File: config.mk
export PLATFORM = sky130hd
export DESIGN_NAME = ps2_frame_rx
export DESIGN_NICKNAME = d
export VERILOG_FILES = /design/src/rtl/ps2_frame_rx.sv
export SDC_FILE = /design/constraint.sdc
export NUM_CORES = 1
export LEC_CHECK = 0
export CAP_MARGIN = 5
export CORE_AREA = 2 2 133 135
export DETAILED_ROUTE_END_ITERATION = 12
export DIE_AREA = 0 0 135 137
export SLEW_MARGIN = 20
export SYNTH_ARGS = -nofsm -noshare
export SYNTH_HDL_FRONTEND = slang
export SYNTH_SLANG_ARGS = --single-unit
File: constraint.sdc
create_clock -name clk -period 5.55 [get_ports clk]
set_input_delay 1.3875 -clock clk [delete_from_list [all_inputs] [get_ports clk]]
set_output_delay 1.3875 -clock clk [all_outputs]
set_load 0.02 [all_outputs]
File: src/rtl/ps2_frame_rx.sv
// PS/2 frame receiver: synchronises ps2_clk/ps2_data, deserialises 11-bit odd-parity frames
// and buffers good bytes; a byte is pushed 2 clk after the stop-bit fall is captured, and popped when hold is low.
module ps2_frame_rx #(
  parameter int FIFO_DEPTH     = 8,
  parameter int TIMEOUT_CYCLES = 50000
) (
  input  logic       clk,
  input  logic       rst,
  input  logic       ps2_clk,
  input  logic       ps2_data,
  input  logic       hold,
  output logic       ready,
  output logic [7:0] data_out,
  output logic       frame_err,
  output logic       overflow
);

  localparam int AW = $clog2(FIFO_DEPTH);
  localparam int TW = $clog2(TIMEOUT_CYCLES + 1);

  localparam logic [0:0] IDLE = 1'b0;
  localparam logic [0:0] RECV = 1'b1;

  localparam logic [AW:0]   PTR_ONE  = 1;
  localparam logic [TW-1:0] TCNT_ONE = 1;
  localparam logic [TW-1:0] TCNT_MAX = TW'(TIMEOUT_CYCLES);

  logic c0, c1, c2;
  logic d0, d1;
  logic fall;
  logic sample;

  always_ff @(posedge clk or posedge rst) begin
    if (rst) begin
      c0 <= 1'b1;
      c1 <= 1'b1;
      c2 <= 1'b1;
      d0 <= 1'b1;
      d1 <= 1'b1;
    end else begin
      c0 <= ps2_clk;
      c1 <= c0;
      c2 <= c1;
      d0 <= ps2_data;
      d1 <= d0;
    end
  end

  assign fall   = c2 & ~c1;
  assign sample = d1;

  logic [0:0]    state;
  logic [3:0]    bitcnt;
  logic [7:0]    shreg;
  logic          parity;
  logic [TW-1:0] tcnt;
  logic          err_req;

  logic [AW:0]   wr_ptr;
  logic [AW:0]   rd_ptr;
  logic [7:0]    mem [FIFO_DEPTH];
  logic          fifo_empty;
  logic          fifo_full;

  logic          stop_fall;
  logic          frame_good;
  logic          push;
  logic          drop;
  logic          stop_bad;
  logic          tmo;
  logic          pop;
  logic [2:0]    sh_idx;

  assign sh_idx     = 3'(bitcnt - 4'd1);
  assign stop_fall  = (state == RECV) && fall && (bitcnt == 4'd10);
  assign frame_good = (^shreg ^ parity) & sample;
  assign push       = stop_fall && frame_good && !fifo_full;
  assign drop       = stop_fall && frame_good && fifo_full;
  assign stop_bad   = stop_fall && !frame_good;
  assign tmo        = (state == RECV) && !fall && (tcnt == TCNT_MAX);

  // Flags come from registered pointers, so a same-cycle push/pop never sees the other's effect.
  assign fifo_empty = (wr_ptr == rd_ptr);
  assign fifo_full  = (wr_ptr[AW] != rd_ptr[AW]) && (wr_ptr[AW-1:0] == rd_ptr[AW-1:0]);
  assign pop        = !fifo_empty && !hold;

  always_ff @(posedge clk or posedge rst) begin
    if (rst) begin
      state     <= IDLE;
      bitcnt    <= 4'd0;
      shreg     <= 8'd0;
      parity    <= 1'b0;
      tcnt      <= '0;
      err_req   <= 1'b0;
      frame_err <= 1'b0;
    end else begin
      err_req   <= stop_bad | tmo;
      frame_err <= err_req;
      case (state)
        IDLE: begin
          tcnt   <= '0;
          bitcnt <= 4'd0;
          if (fall && !sample) begin
            state  <= RECV;
            bitcnt <= 4'd1;
          end
        end
        RECV: begin
          if (fall) begin
            tcnt <= '0;
            if (bitcnt <= 4'd8) begin
              shreg[sh_idx] <= sample;
            end else if (bitcnt == 4'd9) begin
              parity <= sample;
            end
            if (bitcnt == 4'd10) begin
              state  <= IDLE;
              bitcnt <= 4'd0;
            end else begin
              bitcnt <= bitcnt + 4'd1;
            end
          end else if (tmo) begin
            state  <= IDLE;
            bitcnt <= 4'd0;
            tcnt   <= '0;
          end else begin
            tcnt <= tcnt + TCNT_ONE;
          end
        end
        default: state <= IDLE;
      endcase
    end
  end

  always_ff @(posedge clk) begin
    if (push) begin
      mem[wr_ptr[AW-1:0]] <= shreg;
    end
  end

  always_ff @(posedge clk or posedge rst) begin
    if (rst) begin
      wr_ptr   <= '0;
      rd_ptr   <= '0;
      ready    <= 1'b0;
      data_out <= 8'd0;
      overflow <= 1'b0;
    end else begin
      if (push) begin
        wr_ptr <= wr_ptr + PTR_ONE;
      end
      if (pop) begin
        rd_ptr   <= rd_ptr + PTR_ONE;
        data_out <= mem[rd_ptr[AW-1:0]];
      end
      ready <= pop;
      if (drop) begin
        overflow <= 1'b1;
      end
    end
  end

endmodule

==> reports/metrics.cfg, run 1 <==
[outcome]
status = finished, final reports clean

[logic_synthesis]
synth_xor_xnor_area_share = 0.0612
synth-simple-area-share = 0.102
synth.area.mux_share = 0.117
yosysMostFrequentCell = edfxtp_1
synth_cell_type_count = 44
synth_adder_area_share = 0.0199
synth_area_sq_mm = 0.00503
synth_edf_count = 64
synth_area_leaders = edfxtp_1, dfrtp_1, mux4_2, xnor2_1, dfstp_2
synthTopCellsByCount = edfxtp_1, dfrtp_1, nor2_1, nand2_1, xnor2_1
avgSynthCellArea_sq_um = 14.9
syn_inst = 337
synth.largest_area_cell = edfxtp_1
async_flop_share = 0.462
synth_compound_area_frac = 0.0229
syn_nets = 350
ys_ff_latch = 119
seq_area_frac_synth = 0.657
synth_top_family_by_area = multiplexers
synth_top_area_share = 0.382
ys.flop_type = edfxtp_1
ys_warn_count = 0

[sta]
worstMarginPinSlew_ns = 0.898
finClkSkew_ns = 0.0109
min_period_over_period = 0.496
fin_crit_ns = 2.75
hold_ws_ns = 0.347
finalHoldViolCount = 0
timing.fmax_mhz = 363
final-setup-viol-count = 0
rsz0062_at_grt = no
final_max_slew_viol_count = 0
tns_ns = 0
slew_headroom = 0.400

[die]
die_x_microns = 135
start_util = 0.295
core_region_area_sq_mm = 0.0171
die_h_microns = 137
rows = 48
io_pins = 16
die_area_sq_mm = 0.0185

[final_layout]
area_growth_syn_to_layout_pct = 22.0
fin_cells = 601
nets = 376
fillers = 1631
antennaDiodeCount = 0
drive_gt1_frac = 0.194
fin_util = 0.360

[worst_setup_path]
critPathTopFamily = buffers and inverters
path_class = flip-flop to primary output
crit_buf_inv = 1
critPathLaunchType = flip-flop
crit_fanout = 2
cp-end-kind = primary output
cp_data_required_time_ns = 4.16
crit_path_max_incr_delay_ns = 0.61
critical-path-slowest-cell = clkdlybuf4s50_1
cp_cell_sequence = clkdlybuf4s50_1
critical_path_arrival_ns = 1.37

[min_path]
hp-class = flip-flop to flip-flop

[global_route]
grtUsageTotal = 0.104
grt_first_pass_wirelength_microns = 14500
grt_pass1_vias = 2797
overflow = 0
grt_antenna_before_repair = 0
grt_max_degree = 56

[cts]
cts-hold-fix-buffers = 0
cts_sinks = 119
cts_tree = done
h-tree-depth = 4
cts_resized = 0
clock_latency_ns = 0.40
post_cts_buffers = 0
path_clk_slew_ns = 0.05
cts-root-buf = clkbuf_16
cts_buffer_depth = 2
numCtsBuffers = 17

[routing]
drc = 0
wl_per_cell_microns = 14.6
vias = 2739
drt-total-wl_microns = 8760
detail-route-antenna-nets = 0
drt_iter0_drc = 199
drt_pass1_iterations = 5
via_per_inst = 4.56

[placed_design]
dp_hpwl_microns = 5640
port_buffers = 15
placedCellCount = 569
gp_congestion = 0.790

[power_and_ir_drop]
p_leak_nw = 2.31
power.density_mw_per_mm2 = 504
peakVddDrop_uv = 328

[flow_run]
max_cap_viol_count = 0

final cells by class:
type / instances / area, sq um / share of cell area
repair buffers: 22 / 203 / 0.0330
multi-input cells: 193 / 1640 / 0.267
flip-flops and latches: 119 / 3300 / 0.539
clock buffers: 20 / 447 / 0.0728
well taps: 225 / 282 / 0.0459
clock inverters: 12 / 225 / 0.0367
inverters: 10 / 37.5 / 0.00612
layout by cell type (no fill, tap or decap), drive strengths merged, types with 3 or more instances in the layout:
master          n
xnor2          17
and3            3
nor2b           3
ha              8
inv            10
nor4b           3
nor3            4
clkbuf         20
and4            3
bufinv          6
mux4           16
nand2b          3
a21oi           9
dfrtp          50
mux2           11
mux2i           9
dfstp           5
nand2          17
nor4            4
clkdlybuf4s50  15
edfxtp         64
nor2           34
xor2           13
nand4           5
buf             7
clkinv          4
nand3          11
layer usage:
| layer | global-route usage | routed length, microns |
|---|---|---|
| met5 | 0 | 0 |
| met3 | 0.0363 | 394 |
| met2 | 0.166 | 4430 |
| met4 | 0.0399 | 36 |
| met1 | 0.130 | 3900 |
registers in the layout, indices dropped and copies added (netlist names):
register and count:
bitcnt 4, c0 1, c1 1, c2 1, d0 1, d1 1, data_out 8, err_req 1
frame_err 1, mem 64, overflow 1, parity 1, rd_ptr 4, ready 1, shreg 8, state 1
tcnt 16, wr_ptr 4
logic make-up (layout without fill, tap and decap cells):
| family | count (synthesis) | after routing |
|---|---|---|
| compound gates | 19 | 19 |
| xor+xnor | 32 | 32 |
| fa+ha+maj | 8 | 8 |
| flops | 119 | 119 |
| mux | 36 | 36 |
| simple gates | 98 | 98 |
| buf+inv | 25 | 64 |
stage by stage:
stage | power [mW] | area, sq um | setup WS (ns)
floorplan | 1.70 | 5030 | 2.69
global placement | 1.87 | 5460 | 2.50
detailed placement | 1.89 | 5460 | 2.47
CTS | 3.13 | 6130 | 2.77
global route | 3.24 | 6130 | 2.71
finish | 3.09 | 6130 | 2.80
final timing paths:
check | startpoint | to | slack (ns) | cells after the start
worst max-delay path | overflow$_DFFE_PP0P_ | overflow | 2.80 | 1
worst min-delay path | err_req$_DFF_PP0_ | frame_err$_DFF_PP0_ | 0.35 | 0
worst max register to register | shreg[5]$_DFFE_PP0P_ | mem[3][1]$_DFFE_PP_ | 2.86 | 5
worst min register to register | err_req$_DFF_PP0_ | frame_err$_DFF_PP0_ | 0.35 | 0
max in group asynchronous | rst | shreg[6]$_DFFE_PP0P_ | 3.57 | 3
min in group asynchronous | rst | rd_ptr[2]$_DFFE_PP0P_ | 1.50 | 3
where the power goes:
| part | switching, mW | internal (mW) |
|---|---|---|
| clock network | 0.373 | 0.854 |
| logic | 0.296 | 0.348 |
| registers | 0.151 | 1.07 |
| total | 0.819 | 2.27 |
(Power assumes the default switching activity.)
==> run 2, diff against run 1 <==
- clock period: 5.55 -> 2.7 ns (I/O delays scaled with it)
==> run 2 against run 1 <==
  * Count of clock-buffer cells in the layout increased by 3
  * Clock skew decreased by 0.0016 ns
  * Design area increased by 0.47%
  * Wire length increased by 4.5%
  * Sequential power increased by 92%
  * Worst hold slack improved by 0.0076 ns
  * Sequential share of layout area decreased by 0.25 points
  * Die area unchanged
  * Final cell count increased by 2.2%
  * Critical path type is now flip-flop to flip-flop
  * Highest routed layer unchanged
==> reports/metrics.cfg, run 2 (synthesized netlist as in run 1, its figures left out) <==
[routing]
drt_pass1_iterations = 5
wl_per_cell_microns = 14.9
drc = 0
drt-total-wl_microns = 9160
via_per_inst = 4.46
detail-route-antenna-nets = 0
vias = 2736
drt_iter0_drc = 129

[power_and_ir_drop]
seq_power_share = 0.377
sw_frac_of_total = 0.277
power.density_mw_per_mm2 = 1010
p_sw_mw = 1.72
p_int_mw = 4.48
peakVddDrop_uv = 535
p_comb_frac = 0.259
clockPowerShare = 0.364
p_leak_nw = 2.34

[cts]
post_cts_buffers = 0
cts-hold-fix-buffers = 0
clock_latency_ns = 0.42
cts-root-buf = clkbuf_16
cts_resized = 0
cts_buffer_depth = 2
cts_sinks = 119
path_clk_slew_ns = 0.05
h-tree-depth = 4
numCtsBuffers = 17
cts_tree = done

[min_path]
hold_path_end = c1$_DFF_PP1_
hp-class = flip-flop to flip-flop
worstHoldStart = c0$_DFF_PP1_
hold_depth = 0

[outcome]
status = finished, final reports clean

[die]
die_h_microns = 137
rows = 48
core_region_area_sq_mm = 0.0171
die_x_microns = 135
io_pins = 16
start_util = 0.295
die_area_sq_mm = 0.0185

[global_route]
grt_max_degree = 31
grt_first_pass_wirelength_microns = 15000
grt_antenna_before_repair = 0
overflow = 0
grtUsageTotal = 0.110
grt_pass1_vias = 2857

[sta]
finalHoldViolCount = 0
finClkSkew_ns = 0.00929
final-setup-viol-count = 0
min_period_over_period = 0.907
rsz0062_at_grt = no
timing.fmax_mhz = 408
fin_crit_ns = 2.45
final_max_slew_viol_count = 0
hold_ws_ns = 0.354
worstMarginPinSlew_ns = 0.529
slew_headroom = 0.645

[worst_setup_path]
reg2reg_from = shreg[7]$_DFFE_PP0P_
r2r_slack_ns = 0.25
critical-path-slowest-cell = and4bb_1
path_class = flip-flop to flip-flop
critPathLaunchType = flip-flop
cp_cell_sequence = xnor2_1 > xnor3_1 > mux2i_4 > nand3_4 > and4bb_1
cp-end-kind = flip-flop
r2r-end = mem[6][2]$_DFFE_PP_
critical_path_arrival_ns = 2.52
crit_fanout = 10
r2r_cells = 5
crit_path_max_incr_delay_ns = 0.53
cp_data_required_time_ns = 2.77

[final_layout]
final_cell_mix = edfxtp_1, dfrtp_1, nor2_1, buf_4
seqCellArea_sq_mm = 0.00330
antennaDiodeCount = 0
drive_gt1_frac = 0.213
layout_commonest_cell = edfxtp_1
nets = 389
area_growth_syn_to_layout_pct = 22.6
fillers = 1639
multiInputGateArea_sq_mm = 0.00163
fin_cells = 614
largest_reg_flops = 64
design_area_sq_mm = 0.00616

[placed_design]
placedCellCount = 582
port_buffers = 15
gp_congestion = 0.737
dp_hpwl_microns = 6110
dpl_cell_area_sq_mm = 0.00557

[flow_run]
max_cap_viol_count = 0

==> run 2: cell types whose count changed in the layout (fill, tap and decap cells not counted) <==
| cell | previous run | this run |
|---|---|---|
| buf_4 | 7 | 19 |
| bufinv_16 | 6 | 3 |
| clkbuf_1 | 2 | 4 |
| clkinv_2 | 0 | 2 |
| clkinv_4 | 3 | 1 |
| buf_12 | 0 | 1 |
| clkbuf_8 | 1 | 2 |
| nor3_1 | 3 | 4 |
| nor3_2 | 1 | 0 |
==> run 2: metal layers <==
metal  part of all wire  wire length [microns]  global-route usage
met5                  0                      0                   0
met4              0.017                    160              0.0417
met3              0.037                    340              0.0378
met2               0.47                   4350               0.176
met1               0.47                   4320               0.138
==> run 2: worst max-delay path: cells and delay by family (launching register included) <==
| family | cells | cell delay (ns) |
|---|---|---|
| AND/OR/NAND/NOR | 2 | 0.69 |
| XOR/XNOR | 2 | 0.65 |
| flip-flops | 1 | 0.48 |
| multiplexers | 1 | 0.28 |
==> run 2: power by group through the flow <==
| stage | sequential (mW) | clock, mW | combinational (mW) |
|---|---|---|---|
| global placement | 2.36 | 0 | 1.60 |
| floorplan | 2.46 | 0 | 1.03 |
| global route | 2.36 | 2.38 | 1.76 |
| finish | 2.34 | 2.26 | 1.60 |
| CTS | 2.34 | 2.30 | 1.63 |
| detailed placement | 2.37 | 0 | 1.63 |
==> run 2: worst max path at each step <==
stage / from / endpoint / slack, ns / cells after the start
after CTS: shreg[7]$_DFFE_PP0P_ / mem[6][2]$_DFFE_PP_ / 0.25 / 5
after global routing: shreg[7]$_DFFE_PP0P_ / mem[2][3]$_DFFE_PP_ / 0.06 / 6
after floorplan: shreg[5]$_DFFE_PP0P_ / mem[2][0]$_DFFE_PP_ / -0.16 / 5
after detailed placement: shreg[7]$_DFFE_PP0P_ / mem[6][1]$_DFFE_PP_ / 0.27 / 5
after global placement: shreg[7]$_DFFE_PP0P_ / mem[6][1]$_DFFE_PP_ / 0.30 / 5
final: shreg[7]$_DFFE_PP0P_ / mem[6][2]$_DFFE_PP_ / 0.25 / 5
==> run 2: cell type report <==
type                       count  share of cell area
sequential                   119               0.536
multi-input combinational    193               0.265
clock buffer                  23              0.0759
timing repair buffer          35              0.0508
tap                          225              0.0457
clock inverter                 9              0.0207
inverter                      10             0.00609
==> run 2: stage by stage <==
step | util | total power [mW] | setup WS (ns) | setup TNS, ns
final | 0.361 | 6.20 | 0.251 | 0
after global routing | 0.361 | 6.51 | 0.0562 | 0
after CTS | 0.361 | 6.27 | 0.255 | 0
after detailed placement | 0.326 | 4.00 | 0.274 | 0
after global placement | 0.326 | 3.96 | 0.302 | 0
after floorplan | - | 3.49 | -0.160 | -4.25
==> RTL change, RTL diff (flow settings as in run 2) <==
Compare `bitcnt` against `4'd10` with >= in place of ==.
--- a/src/rtl/ps2_frame_rx.sv
+++ b/src/rtl/ps2_frame_rx.sv
@@ -113,7 +113,7 @@
             end else if (bitcnt == 4'd9) begin
               parity <= sample;
             end
-            if (bitcnt == 4'd10) begin
+            if (bitcnt >= 4'd10) begin
               state  <= IDLE;
               bitcnt <= 4'd0;
             end else begin
Formal check against the unedited RTL: no difference found for any inputs over 10 cycles, from zero or initial values and one cycle with rst high; that may be too few to reach the edited logic, so the function may still have changed.
==> RTL change against run 2 <==
Cell area grew 0.55%. Clock skew is 0.0023 ns lower. Worst hold slack worse by 0.00097 ns. Via count up 6.6%. Final cell count up 1.5%. Count of clock-buffer cells in the layout decreased by 4. Routed wire length up 6.9%. Sequential cell count stayed put. Worst setup slack worse by 0.072 ns. Power up 2.7%. Synthesized area shrank 0.32%. Critical path depth is 1 higher. Critical path type unchanged.
==> RTL change: results (changes against run 2) <==
Clocking
  • Root Buffer: clkbuf_16
  • Clk_lat worst skew: 0.41 ns
  • Post-CTS resize count: 0 (unchanged)

Logic synthesis
  • Synth Area in Compound Gates: 2.90% (+0.61 points)
  • Most instantiated cells after synthesis: 64 x edfxtp_1, 50 x dfrtp_1, 30 x nor2_1, 16 x mux4_2
  • Sequential area share after synthesis: 65.9% (+0.21 points)
  • Post-synthesis adder-cell area fraction: 1.75% (-0.24 points)
  • Multiplexer area fraction after synthesis: 11.1% (-0.64 points)
  • Syn Inst Count: 340 (+0.89%)
  • Post-synthesis share of cell area spent on xor and xnor gates: 5.72% (-0.40 points)
  • Top cells by area, synth: edfxtp_1 38%, dfrtp_1 25%, mux4_2 7.2%, dfstp_2 2.6%, xnor2_1 2.6%
  • Primary FF master, synth: edfxtp_1
  • Syn Nets: 352 (+0.57%)
  • Synth cell types: 45 (+2.3%)

Worst setup path
  • Critical path peak fanout: 10 (unchanged)
  • FF-to-FF Start: shreg[3]
  • Slowest stage cell, crit path: or3_1
  • CP endpoint: mem[2][1]
  • WP data arrival: 2.64 ns (+0.12 ns)
  • Max incr delay on CP: 0.55 ns (+0.02 ns)
  • Startpoint types: flop
  • R2R depth: 6 (+1)
  • R2R setup slack: 0.18 ns (-0.07 ns)
  • Crit path max-delay family: simple AND/OR/NAND/NOR gates

Routing
  • DR pass1 iterations: 4 (-1)
  • Vias/cell: 4.68 (+5.0%)
  • Met1 WL: 4430 microns (+2.5%)
  • Met3 WL post-DR: 402 microns (+18%)
  • WL final: 9790 microns (+6.9%)
  • Detailed Route Iter0 Violations: 156 (+21%)
  • Met2 WL: 4760 microns (+9.6%)

Hold path
  • Worst Hold Launch: err_req
  • Hold depth: 0 (unchanged)
  • Worst Hold End: frame_err

Layout
  • Final Non-Filler Cells: 623 (+1.5%)
  • Layout Nets: 397 (+2.1%)
  • Ant diodes: 0 (unchanged)
  • Fillers: 1642 (+0.18%)
  • Multi-input gate area: 0.00159 sq mm (-2.8%)
  • Share of post-route cells with drive strength above 1: 23.1% (+1.8 points)

Timing
  • Skew final: 0.00697 ns (-0.00232 ns)
  • Least-Margin Pin Slew: 0.516 ns (-0.0126 ns)
  • Worst Hold Slack: 0.353 ns (-0.000969 ns)
  • Final period utilization: 93.4% (+2.7 points)

Placement
  • Pre-CTS setup slack: 0.256 ns (-0.0187 ns)
  • Placed Instances: 591 (+1.5%)
  • Port Buffers: 15 (unchanged)
  • Area post-placement: 0.00558 sq mm (+0.27%)
  • HPWL Detailed: 6550 microns (+7.2%)
  • Routability cong.: 0.797 (+8.1%)

Global routing
  • Number of global-route vias before repair: 3012 (+5.4%)
  • Largest net degree at the start of global routing: 56 (+81%)
  • Gr usage total: 11.5% (+0.54 points)
  • First-pass GRT wire length: 15900 microns (+6.0%)

Power
  • VDD IR max: 0.000622 V (+16%)
  • Leakage: 2.36 nW (+0.94%)

Outcome
  • Status: finished clean
## RTL change: cell count changes after synthesis, moves of 3 or more
| cell | delta |
|---|---|
| nor4_1 | +6 |
| nand2_1 | -5 |
| nor2_1 | -4 |
| o21ai_0 | +4 |
| inv_1 | +3 |
| nand4b_1 | +3 |
| or3_1 | +3 |
## RTL change: power breakdown
group	total, mW	switching [mW]	internal (mW)
Clock	2.32	0.832	1.49
Sequential	2.32	0.111	2.20
Combinational	1.74	0.902	0.833
## RTL change: layout make-up
| type | count | area share (%) |
|---|---|---|
| flip-flops and latches | 119 | 53.3 |
| clock inverters | 13 | 2.77 |
| multi-input cells | 192 | 25.6 |
| repair buffers | 41 | 5.77 |
| clock buffers | 19 | 7.15 |
| well taps | 225 | 4.54 |
| inverters | 14 | 0.848 |
## RTL change: layer usage
metal  global-route usage [%]  vias up
met1                     14.1     1489
met4                     5.73        0
li1                         -     1343
met5                        0        -
met3                     3.52       17
met2                     18.6       67
